===== src/rtl/imem_pkg.sv =====
// Shared constants and FSM encoding for the instruction-memory loader and its neighbours.
package imem_pkg;

    localparam int unsigned IMEM_DEPTH = 128;
    localparam int unsigned IMEM_AW    = 7;
    localparam logic [7:0]  SYNC_BYTE  = 8'hA5;
    localparam logic [31:0] NOP_WORD   = 32'h0000_0000;

    typedef enum logic [2:0] {
        IDLE,
        LEN,
        DATA,
        CSUM,
        DONE,
        ERR
    } state_t;

endpackage


===== src/rtl/imem_loader_arb_if.sv =====
// Bus bundle between the loader/arbiter, the CPU fetch stage, the UART receiver and the memory.
interface imem_loader_arb_if #(
    parameter int unsigned AW = imem_pkg::IMEM_AW
);
    logic [30:0]   cpu_addr;
    logic [31:0]   cpu_instr;
    logic          cpu_hold;
    logic          cpu_restart;
    logic [7:0]    rx_data;
    logic          rx_valid;
    logic          rx_ready;
    logic [AW-1:0] mem_addr;
    logic [31:0]   mem_wdata;
    logic          mem_we;
    logic [31:0]   mem_rdata;
    logic          load_busy;
    logic          load_err;

    // Arbiter side
    modport master (
        input  cpu_addr, rx_data, rx_valid, mem_rdata,
        output cpu_instr, cpu_hold, cpu_restart, rx_ready,
               mem_addr, mem_wdata, mem_we, load_busy, load_err
    );

    // CPU / UART / memory side
    modport slave (
        output cpu_addr, rx_data, rx_valid, mem_rdata,
        input  cpu_instr, cpu_hold, cpu_restart, rx_ready,
               mem_addr, mem_wdata, mem_we, load_busy, load_err
    );
endinterface


===== src/rtl/word_assembler.sv =====
// Packs a little-endian byte stream into 32-bit words and keeps a running XOR of all bytes.
module word_assembler (
    input  logic        clk,
    input  logic        rst_n,
    input  logic [7:0]  data_byte,
    input  logic        strobe,
    input  logic        clear,
    output logic [31:0] word_c,
    output logic        word_done_c,
    output logic [7:0]  xor_acc
);

    logic [23:0] shreg_q;
    logic [1:0]  cnt_q;

    // The completed word is presented in the same cycle as its 4th byte.
    assign word_c      = {data_byte, shreg_q};
    assign word_done_c = strobe && !clear && (cnt_q == 2'd3);

    always_ff @(posedge clk or negedge rst_n) begin
        if (!rst_n) begin
            shreg_q <= '0;
            cnt_q   <= '0;
            xor_acc <= '0;
        end else if (clear) begin
            shreg_q <= '0;
            cnt_q   <= '0;
            xor_acc <= '0;
        end else if (strobe) begin
            shreg_q <= {data_byte, shreg_q[23:8]};
            cnt_q   <= cnt_q + 2'd1;
            xor_acc <= xor_acc ^ data_byte;
        end
    end

endmodule


===== src/rtl/imem_loader_arb.sv =====
// Instruction-memory owner: serves CPU fetches and loads framed program images from the UART.
module imem_loader_arb
    import imem_pkg::*;
#(
    parameter int unsigned DEPTH = IMEM_DEPTH,
    parameter int unsigned AW    = IMEM_AW,
    parameter logic [7:0]  SYNC  = SYNC_BYTE
) (
    input  logic              clk,
    input  logic              reset,
    imem_loader_arb_if.master bus
);

    state_t        state_q, state_n;
    logic          xfer;
    logic [7:0]    n_len_q;
    logic [AW-1:0] word_idx_q;
    logic [31:0]   wr_data_q;
    logic          mem_we_q;
    logic [31:0]   asm_word_c;
    logic          asm_done_c;
    logic [7:0]    xor_acc;
    logic          last_word_c;
    logic          out_of_range_c;
    logic          hold_c, ready_c, busy_c, err_c, restart_c;
    logic          unused_addr_lsbs;

    assign xfer           = bus.rx_valid && ready_c;
    assign last_word_c    = (32'(word_idx_q) + 32'd1) == 32'(n_len_q);
    assign out_of_range_c = bus.cpu_addr[30:2] >= 29'(DEPTH);
    assign unused_addr_lsbs = ^bus.cpu_addr[1:0];

    word_assembler u_asm (
        .clk         (clk),
        .rst_n       (reset),
        .data_byte   (bus.rx_data),
        .strobe      (xfer && (state_q == DATA)),
        .clear       (xfer && (state_q == LEN)),
        .word_c      (asm_word_c),
        .word_done_c (asm_done_c),
        .xor_acc     (xor_acc)
    );

    // State register
    always_ff @(posedge clk or negedge reset) begin
        if (!reset) state_q <= IDLE;
        else        state_q <= state_n;
    end

    // Next-state logic
    always_comb begin
        state_n = state_q;
        case (state_q)
            IDLE: if (xfer && (bus.rx_data == SYNC)) state_n = LEN;
            LEN: begin
                if (xfer) begin
                    if ((bus.rx_data == 8'd0) || (32'(bus.rx_data) > DEPTH)) state_n = ERR;
                    else                                                     state_n = DATA;
                end
            end
            DATA: if (asm_done_c && last_word_c) state_n = CSUM;
            CSUM: begin
                if (xfer) state_n = (bus.rx_data == xor_acc) ? DONE : ERR;
            end
            DONE: state_n = IDLE;
            ERR:  if (xfer && (bus.rx_data == SYNC)) state_n = LEN;
            default: state_n = IDLE;
        endcase
    end

    // Moore output decode
    always_comb begin
        hold_c    = 1'b1;
        ready_c   = 1'b1;
        busy_c    = 1'b0;
        err_c     = 1'b0;
        restart_c = 1'b0;
        case (state_q)
            IDLE:            hold_c = 1'b0;
            LEN, DATA, CSUM: busy_c = 1'b1;
            DONE: begin
                restart_c = 1'b1;
                ready_c   = 1'b0;
            end
            ERR:             err_c = 1'b1;
            default:         hold_c = 1'b0;
        endcase
    end

    // Write path: a captured word is written the cycle after its 4th byte, then the index advances.
    always_ff @(posedge clk or negedge reset) begin
        if (!reset) begin
            mem_we_q   <= 1'b0;
            wr_data_q  <= '0;
            n_len_q    <= '0;
            word_idx_q <= '0;
        end else begin
            mem_we_q <= asm_done_c;
            if (asm_done_c) wr_data_q <= asm_word_c;
            if (xfer && (state_q == LEN)) begin
                n_len_q    <= bus.rx_data;
                word_idx_q <= '0;
            end else if (mem_we_q) begin
                word_idx_q <= word_idx_q + AW'(1);
            end
        end
    end

    assign bus.mem_we      = mem_we_q;
    assign bus.mem_wdata   = wr_data_q;
    assign bus.mem_addr    = mem_we_q ? word_idx_q : bus.cpu_addr[AW+1:2];
    assign bus.cpu_instr   = (hold_c || out_of_range_c) ? NOP_WORD : bus.mem_rdata;
    assign bus.cpu_hold    = hold_c;
    assign bus.cpu_restart = restart_c;
    assign bus.rx_ready    = ready_c;
    assign bus.load_busy   = busy_c;
    assign bus.load_err    = err_c;

endmodule


===== src/flat_wrapper.sv =====
// flat-port wrapper written by rule: the top's interface ports become plain ports
module imem_loader_arb_flat import imem_pkg::*;
#(
    parameter int unsigned DEPTH = IMEM_DEPTH,
    parameter int unsigned AW    = IMEM_AW,
    parameter logic [7:0]  SYNC  = SYNC_BYTE
)
  (clk, reset, bus_cpu_addr, bus_rx_data, bus_rx_valid, bus_mem_rdata, bus_cpu_instr, bus_cpu_hold, bus_cpu_restart, bus_rx_ready, bus_mem_addr, bus_mem_wdata, bus_mem_we, bus_load_busy, bus_load_err);
  imem_loader_arb_if #(.AW(AW)) bus_i ();
  input  logic clk;
  input  logic reset;
  input wire logic [$bits(bus_i.cpu_addr)-1:0] bus_cpu_addr;
  input wire logic [$bits(bus_i.rx_data)-1:0] bus_rx_data;
  input wire logic [$bits(bus_i.rx_valid)-1:0] bus_rx_valid;
  input wire logic [$bits(bus_i.mem_rdata)-1:0] bus_mem_rdata;
  output wire logic [$bits(bus_i.cpu_instr)-1:0] bus_cpu_instr;
  output wire logic [$bits(bus_i.cpu_hold)-1:0] bus_cpu_hold;
  output wire logic [$bits(bus_i.cpu_restart)-1:0] bus_cpu_restart;
  output wire logic [$bits(bus_i.rx_ready)-1:0] bus_rx_ready;
  output wire logic [$bits(bus_i.mem_addr)-1:0] bus_mem_addr;
  output wire logic [$bits(bus_i.mem_wdata)-1:0] bus_mem_wdata;
  output wire logic [$bits(bus_i.mem_we)-1:0] bus_mem_we;
  output wire logic [$bits(bus_i.load_busy)-1:0] bus_load_busy;
  output wire logic [$bits(bus_i.load_err)-1:0] bus_load_err;
  assign bus_i.cpu_addr = bus_cpu_addr;
  assign bus_i.rx_data = bus_rx_data;
  assign bus_i.rx_valid = bus_rx_valid;
  assign bus_i.mem_rdata = bus_mem_rdata;
  assign bus_cpu_instr = bus_i.cpu_instr;
  assign bus_cpu_hold = bus_i.cpu_hold;
  assign bus_cpu_restart = bus_i.cpu_restart;
  assign bus_rx_ready = bus_i.rx_ready;
  assign bus_mem_addr = bus_i.mem_addr;
  assign bus_mem_wdata = bus_i.mem_wdata;
  assign bus_mem_we = bus_i.mem_we;
  assign bus_load_busy = bus_i.load_busy;
  assign bus_load_err = bus_i.load_err;
  imem_loader_arb #(.DEPTH(DEPTH), .AW(AW), .SYNC(SYNC)) u_core (.clk(clk), .reset(reset), .bus(bus_i));
endmodule

===== config.mk =====
export PLATFORM = sky130hd
export DESIGN_NAME = imem_loader_arb_flat
export DESIGN_NICKNAME = d
export VERILOG_FILES = /design/src/rtl/imem_pkg.sv /design/src/rtl/imem_loader_arb_if.sv /design/src/rtl/word_assembler.sv /design/src/rtl/imem_loader_arb.sv /design/src/flat_wrapper.sv
export SDC_FILE = /design/constraint.sdc
export NUM_CORES = 1
export LEC_CHECK = 0
export BUFFER_PORTS_ARGS = -buffer_cell sky130_fd_sc_hd__buf_2
export CORE_MARGIN = 2
export CORE_UTILIZATION = 50
export DETAILED_ROUTE_END_ITERATION = 7
export PLACE_DENSITY = 0.8
export SYNTH_ARGS = -nofsm -noshare
export SYNTH_HDL_FRONTEND = slang
export SYNTH_SLANG_ARGS = --single-unit

===== constraint.sdc =====
create_clock -name clk -period 2.02 [get_ports clk]
set_clock_uncertainty 0.05 [all_clocks]
set_input_delay 0.202 -clock clk [delete_from_list [all_inputs] [get_ports clk]]
set_output_delay 0.202 -clock clk [all_outputs]
set_load 0.005 [all_outputs]

* Word level (Yosys, flattened, before mapping)
Cells that the tools add are included.
Storage, ports and cells: register bits after elaboration 85, input bits 74, output and inout bits 77, logic and storage cells 67
Cells by class: add/sub/neg operators 3, order comparisons 2, eq/ne operators 13, mux-type cells 22, bitwise operators 1, reduce and logical (&&, ||, !) cells 18
Operators with widths (number):
- $mux W24 | 2
- $eq A32 B8 Y1 | 1
- $mux W32 | 1
- $ge A29 B8 Y1 const B | 1
- $mux W7 | 3
- $mux W8 | 2
- $mux W3 | 5
- $pmux W3 S4 | 1
- $add A7 B1 Y8 const B | 1
- $eq A8 B8 Y1 | 1
- $eq A8 B8 Y1 const B | 1
- $gt A8 B8 Y1 const B | 1
- $logic_not A8 Y1 | 1
- $xor A8 B8 Y8 | 1
- $add A7 B1 Y7 const B | 1
- $logic_and A1 B1 Y1 | 7
- $eq A3 B2 Y1 const B | 2
- $eq A3 B3 Y1 const B | 2
- $mux W1 | 6
- $ne A2 B1 Y1 const B | 3
- $reduce_or A5 Y1 | 1
- $mux W2 | 2
- $reduce_and A4 Y1 | 1
- $reduce_bool A2 Y1 | 2
- 9 further kinds | 10

* Logic depth before layout (Yosys ltp)
depth after elaboration 10, mapped depth 7, gate-level depth less buffers 6

* Cells and area by module
Synthesis repeated with hierarchy kept, for this count alone.
Second synthesis, totals: cell total of the unflattened synthesis 382, area total of the unflattened synthesis 4280.4 um^2
By module, submodules not included:
- imem_loader_arb | times used 1, cells an instance 252, area an instance 2725.1 um^2, seq. area each 1276.2 um^2
- word_assembler | times used 1, cells an instance 130, area an instance 1555.2 um^2, seq. area each 850.8 um^2

* Worst setup path before layout
No wires, ideal clock.
kind reg-to-output, start point register u_core.state_q[1], end point output port bus_cpu_instr[10], arrival time 1.608 ns, required time 1.768 ns, setup slack 0.160 ns, cell stages (with the launch flop) 7, buffers on the path 2, cells stage by stage dfrtp_1 -> bufbuf_16 -> nor2_1 -> a21boi_0 -> nor3_1 -> clkbuf_1 -> and2_1
Between the ends: cells in the longest elaborated chain, start to end 5, elaborated cells on any way between the ends 9, classes of those cells eq/ne: 5; mux: 2; reduce/logical: 2
Ends and longest elaborated chain:
- start, declared | RTL line imem_loader_arb.sv:14 | state_t state_q, state_n;
- start signal, assigned | RTL line imem_loader_arb.sv:47 | else state_q <= state_n;
- $eq A3 B2 Y1 (tied with other cells) | RTL line imem_loader_arb.sv:78 | case (state_q)
- $reduce_or A5 Y1 (no line) *
- $mux W1 * | RTL line imem_loader_arb.sv:78
- net bus_cpu_hold | RTL line flat_wrapper.sv:17 | output wire logic [$bits(bus_i.cpu_hold)-1:0] bus_cpu_hold;
- $logic_or A1 B1 Y1 * | RTL line imem_loader_arb.sv:112 | assign bus.cpu_instr = (hold_c || out_of_range_c) ? NOP_WORD : bus.mem_rdata;
- $mux W32 * | RTL line imem_loader_arb.sv:112
- end, declared | RTL line flat_wrapper.sv:16 | output wire logic [$bits(bus_i.cpu_instr)-1:0] bus_cpu_instr;
Mark *: on every way through the listed nets, which the timed path passes. The rest lies on a longest branch.

* Worst setup path after layout
start point register u_core.state_q[1], end point output port bus_cpu_instr[1]
Between the ends: cells in the longest elaborated chain, start to end 5, elaborated cells on any way between the ends 9, classes of those cells eq/ne: 5; mux: 2; reduce/logical: 2
Ends and longest elaborated chain (RTL line):
- $eq A3 B2 Y1 (tied with other cells) | imem_loader_arb.sv:78
- $reduce_or A5 Y1 (no line) *
- $mux W1 * | imem_loader_arb.sv:78
- $logic_or A1 B1 Y1 * | imem_loader_arb.sv:112
- $mux W32 * | imem_loader_arb.sv:112
Every way passes the cells marked *; elsewhere a longest branch is shown, timed or not.

==> results_dict.tcl <==
set metrics [dict create \
    die_width_um 97.1 \
    period_needed_ps 1970 \
    insertion_delay_ps 370 \
    total_leakage_power_uw 0.00290 \
    worst_slack_ps 49.6 \
    cp_slowest_cell "dfrtp_2" \
    nets 644 \
    yosysWarningCount 0 \
    power.share.combinational_pct 30.9 \
    rows 33 \
    swShare_pct 35.2 \
    power.density_mw_per_mm2 987 \
    grt_max_degree 39 \
    wl_per_cell_um 15.7 \
    cts_buffer_depth 2 \
    die-area_mm2 0.00943 \
    finalNonFillerCells 678 \
    cts_buffers 9 \
    p_clk_share_pct 22.7 \
    vias 3629 \
    worst_pin_slew_ps 555 \
    synth.distinct_cells 43 \
    max-slew-margin-rel_pct 63.0 \
    crit_path_max_fanout 20 \
    cts.clk_slew.worst_paths_ps 80 \
    grt-ovfl-total 0 \
    ant_nets 0 \
    seq_power_share_pct 46.3 \
    setup.worst_path.class "flip-flop to primary output" \
    crit_path_start_kind "flip-flop" \
    grt_first_pass_wirelength_mm 17.2 \
    start_util_pct 52.2 \
    dpl.cell_count 651 \
    required_ps 1770 \
    n_antenna_cell 0 \
    p_int_uw 3480 \
    synth_area_mm2 0.00434 \
    rr_worst_depth 5 \
    switchingPower_uw 1890 \
    dr.pass1.iters 4 \
    dpl.hpwl_mm 7.68 \
    core_mm2 0.00830 \
    finalSetupViolCount 0 \
    status "complete, no violations" \
    hold_viol 0 \
    final_util_pct 65.7 \
    fin_crit_sh_pct 97.5 \
    ioPinCount 151 \
    hold_path_depth 2 \
    antenna_found_initial 0 \
    syn-num-nets 486 \
    worstPathCellList "nand2_2, a21boi_4, nor3_2, buf_4, buf_12, and2_1, buf_2" \
    clock-sinks 85 \
    rsz0062_at_grt "true" \
    preCtsSetupSlack_ps 160 \
    finalMaxSlewViolations 0 \
    end_kind "primary output" \
    syn_inst 410 \
    worstPathArrival_ps 1720 \
    port-buffer-count 148 \
    crit_path_max_incr_delay_ps 460 \
    drc 0 \
    drive_gt1_share_pct 43.6 \
    grtUsageTotal_pct 22.7 \
    synth.avg_cell_area_um2 10.6 \
    timing.fmax_mhz 508 \
    place.gp.congestion 0.920 \
    drt-total-wl_mm 10.7 \
    synth_seq_area_share_pct 49.1 \
    cts_max_level 3 \
    avgViaCountPerCell 5.35 \
    grt_pass1_vias 3669 \
    cts_root_buf "clkbuf_8" \
    holdWs_ps 163 \
    tns_ps 0 \
    ir_drop_uv 454 \
    dieHeight_um 97.1 \
    syn2layout_area_growth_pct 25.7 \
    cts_tree "yes" \
    synth_seq_cells 85 \
    reg2reg_slack_ps 110 \
    drt_iter0_markers 142 \
    cap_violations 0 \
    hp-class "input port to flip-flop" \
]
[area by class of cell]
| class | instances | area, um^2 |
|---|---|---|
| fill | 694 | 2850 |
| sequential | 85 | 2130 |
| multi-input combinational | 295 | 2010 |
| timing repair buffer | 174 | 967 |
| tap | 105 | 131 |
| clock buffer | 10 | 128 |
| clock inverter | 6 | 71.3 |
| inverter | 3 | 11.3 |
[registers in the layout, summed over array words and instances (netlist names)]
name,cells
u_core.u_asm.xor_acc,8
u_core.word_idx_q,7
u_core.n_len_q,8
u_core.state_q,3
u_core.u_asm.cnt_q,2
u_core.bus.mem_we,1
u_core.u_asm.shreg_q,24
u_core.bus.mem_wdata,32
[power by group through the flow]
stage / clock network [uW] / logic (uW) / registers [uW]
global placement: 0 / 1370 / 2500
floorplan: 0 / 1200 / 2350
detailed placement: 0 / 1450 / 2530
finish: 1220 / 1660 / 2490
global route: 1320 / 1850 / 2550
CTS: 1240 / 1620 / 2480
[synthesized netlist by cell type, drive strengths merged]
library cell / n / area, um^2
a21boi: 1 / 7.51
a21o: 5 / 37.5
a21oi: 27 / 135
a22o: 1 / 8.76
a32o: 1 / 10.0
and2: 33 / 206
and3: 2 / 12.5
buf: 10 / 48.8
bufbuf: 4 / 130
clkbuf: 13 / 58.8
dfrtp: 85 / 2130
ha: 2 / 25.0
inv: 3 / 11.3
mux2: 47 / 529
mux2i: 1 / 10.0
nand2: 61 / 229
nand2b: 5 / 31.3
nand3: 2 / 10.0
nand3b: 3 / 22.5
nand4: 5 / 31.3
nand4b: 1 / 8.76
nor2: 23 / 88.8
nor2b: 11 / 68.8
nor3: 1 / 5.00
nor3b: 1 / 7.51
nor4: 10 / 75.1
nor4b: 1 / 8.76
nor4bb: 1 / 10.0
o2111ai: 2 / 17.5
o211a: 1 / 10.0
o211ai: 2 / 15.0
o21a: 1 / 8.76
o21ai: 14 / 70.1
o31ai: 1 / 7.51
o32ai: 1 / 8.76
or3: 2 / 12.5
or4: 1 / 11.3
xnor2: 7 / 61.3
xor2: 18 / 158
[placed cells by master (no fill, tap or decap), drive strengths merged, types with 7 or more instances in the layout]
cell type / n
nor2: 23
a21oi: 27
xor2: 18
nand2: 61
nor2b: 11
clkbuf: 10
buf: 173
xnor2: 7
o21ai: 14
mux2: 47
dfrtp: 85
nor4: 10
and2: 33
[cell families (layout without fill, tap and decap cells)]
| group | count (synthesis) | in the layout | share of synthesized area [%] |
|---|---|---|---|
| DFF | 85 | 85 | 49.1 |
| adders and majority gates | 2 | 2 | 0.577 |
| xor gates and xnor gates | 25 | 25 | 5.05 |
| buffers and inverters | 30 | 193 | 5.74 |
| and+or+nand+nor | 163 | 163 | 19.4 |
| muxes | 48 | 48 | 12.4 |
| AOI/OAI and AO/OA | 57 | 57 | 7.76 |
[through the flow]
stage / cell area, um^2 / total power, uW
floorplan: 4340 / 3550
global placement: 5120 / 3880
detailed placement: 5120 / 3980
CTS: 5410 / 5340
global route: 5450 / 5710
finish: 5450 / 5380
[worst max-delay path: cells and delay by family, from the launching register on]
family / cells / cell delay, ps
buf+inv: 3 / 420
simple gates: 3 / 290
compound gates: 1 / 180
flops: 1 / 460
[metal layers]
layer  part of all wire [%]  track usage (%)  wire length (um)
met3                    6.5             4.53               691
met1                     38             27.3              4070
met4                    3.2             11.3               345
met5                      0                0                 0
met2                     52             39.0              5560
[what timing repair did]
action                                  in CTS  in global routing
hold endpoints to repair                    36                  0
endpoints found under the setup margin      31                 24
gates resized for setup                     11                  6
setup buffers                                7                  2
hold buffers                                 1                  0
pin swaps                                    1                  2
cloned                                       1                  0
[path summary, 6_finish.rpt]
path	start	end
setup / recovery	u_core.state_q[1]	bus_cpu_instr[1]
hold / removal	bus_rx_data[5]	u_core.bus.mem_wdata[29]
setup reg to reg	u_core.state_q[2]	u_core.bus.mem_wdata[13]
hold reg to reg	u_core.bus.mem_wdata[1]	u_core.bus.mem_wdata[1]
max in group asynchronous	reset	u_core.n_len_q[0]
min in group asynchronous	reset	u_core.bus.mem_wdata[24]
Note: power is estimated with default switching activity, not from simulation.
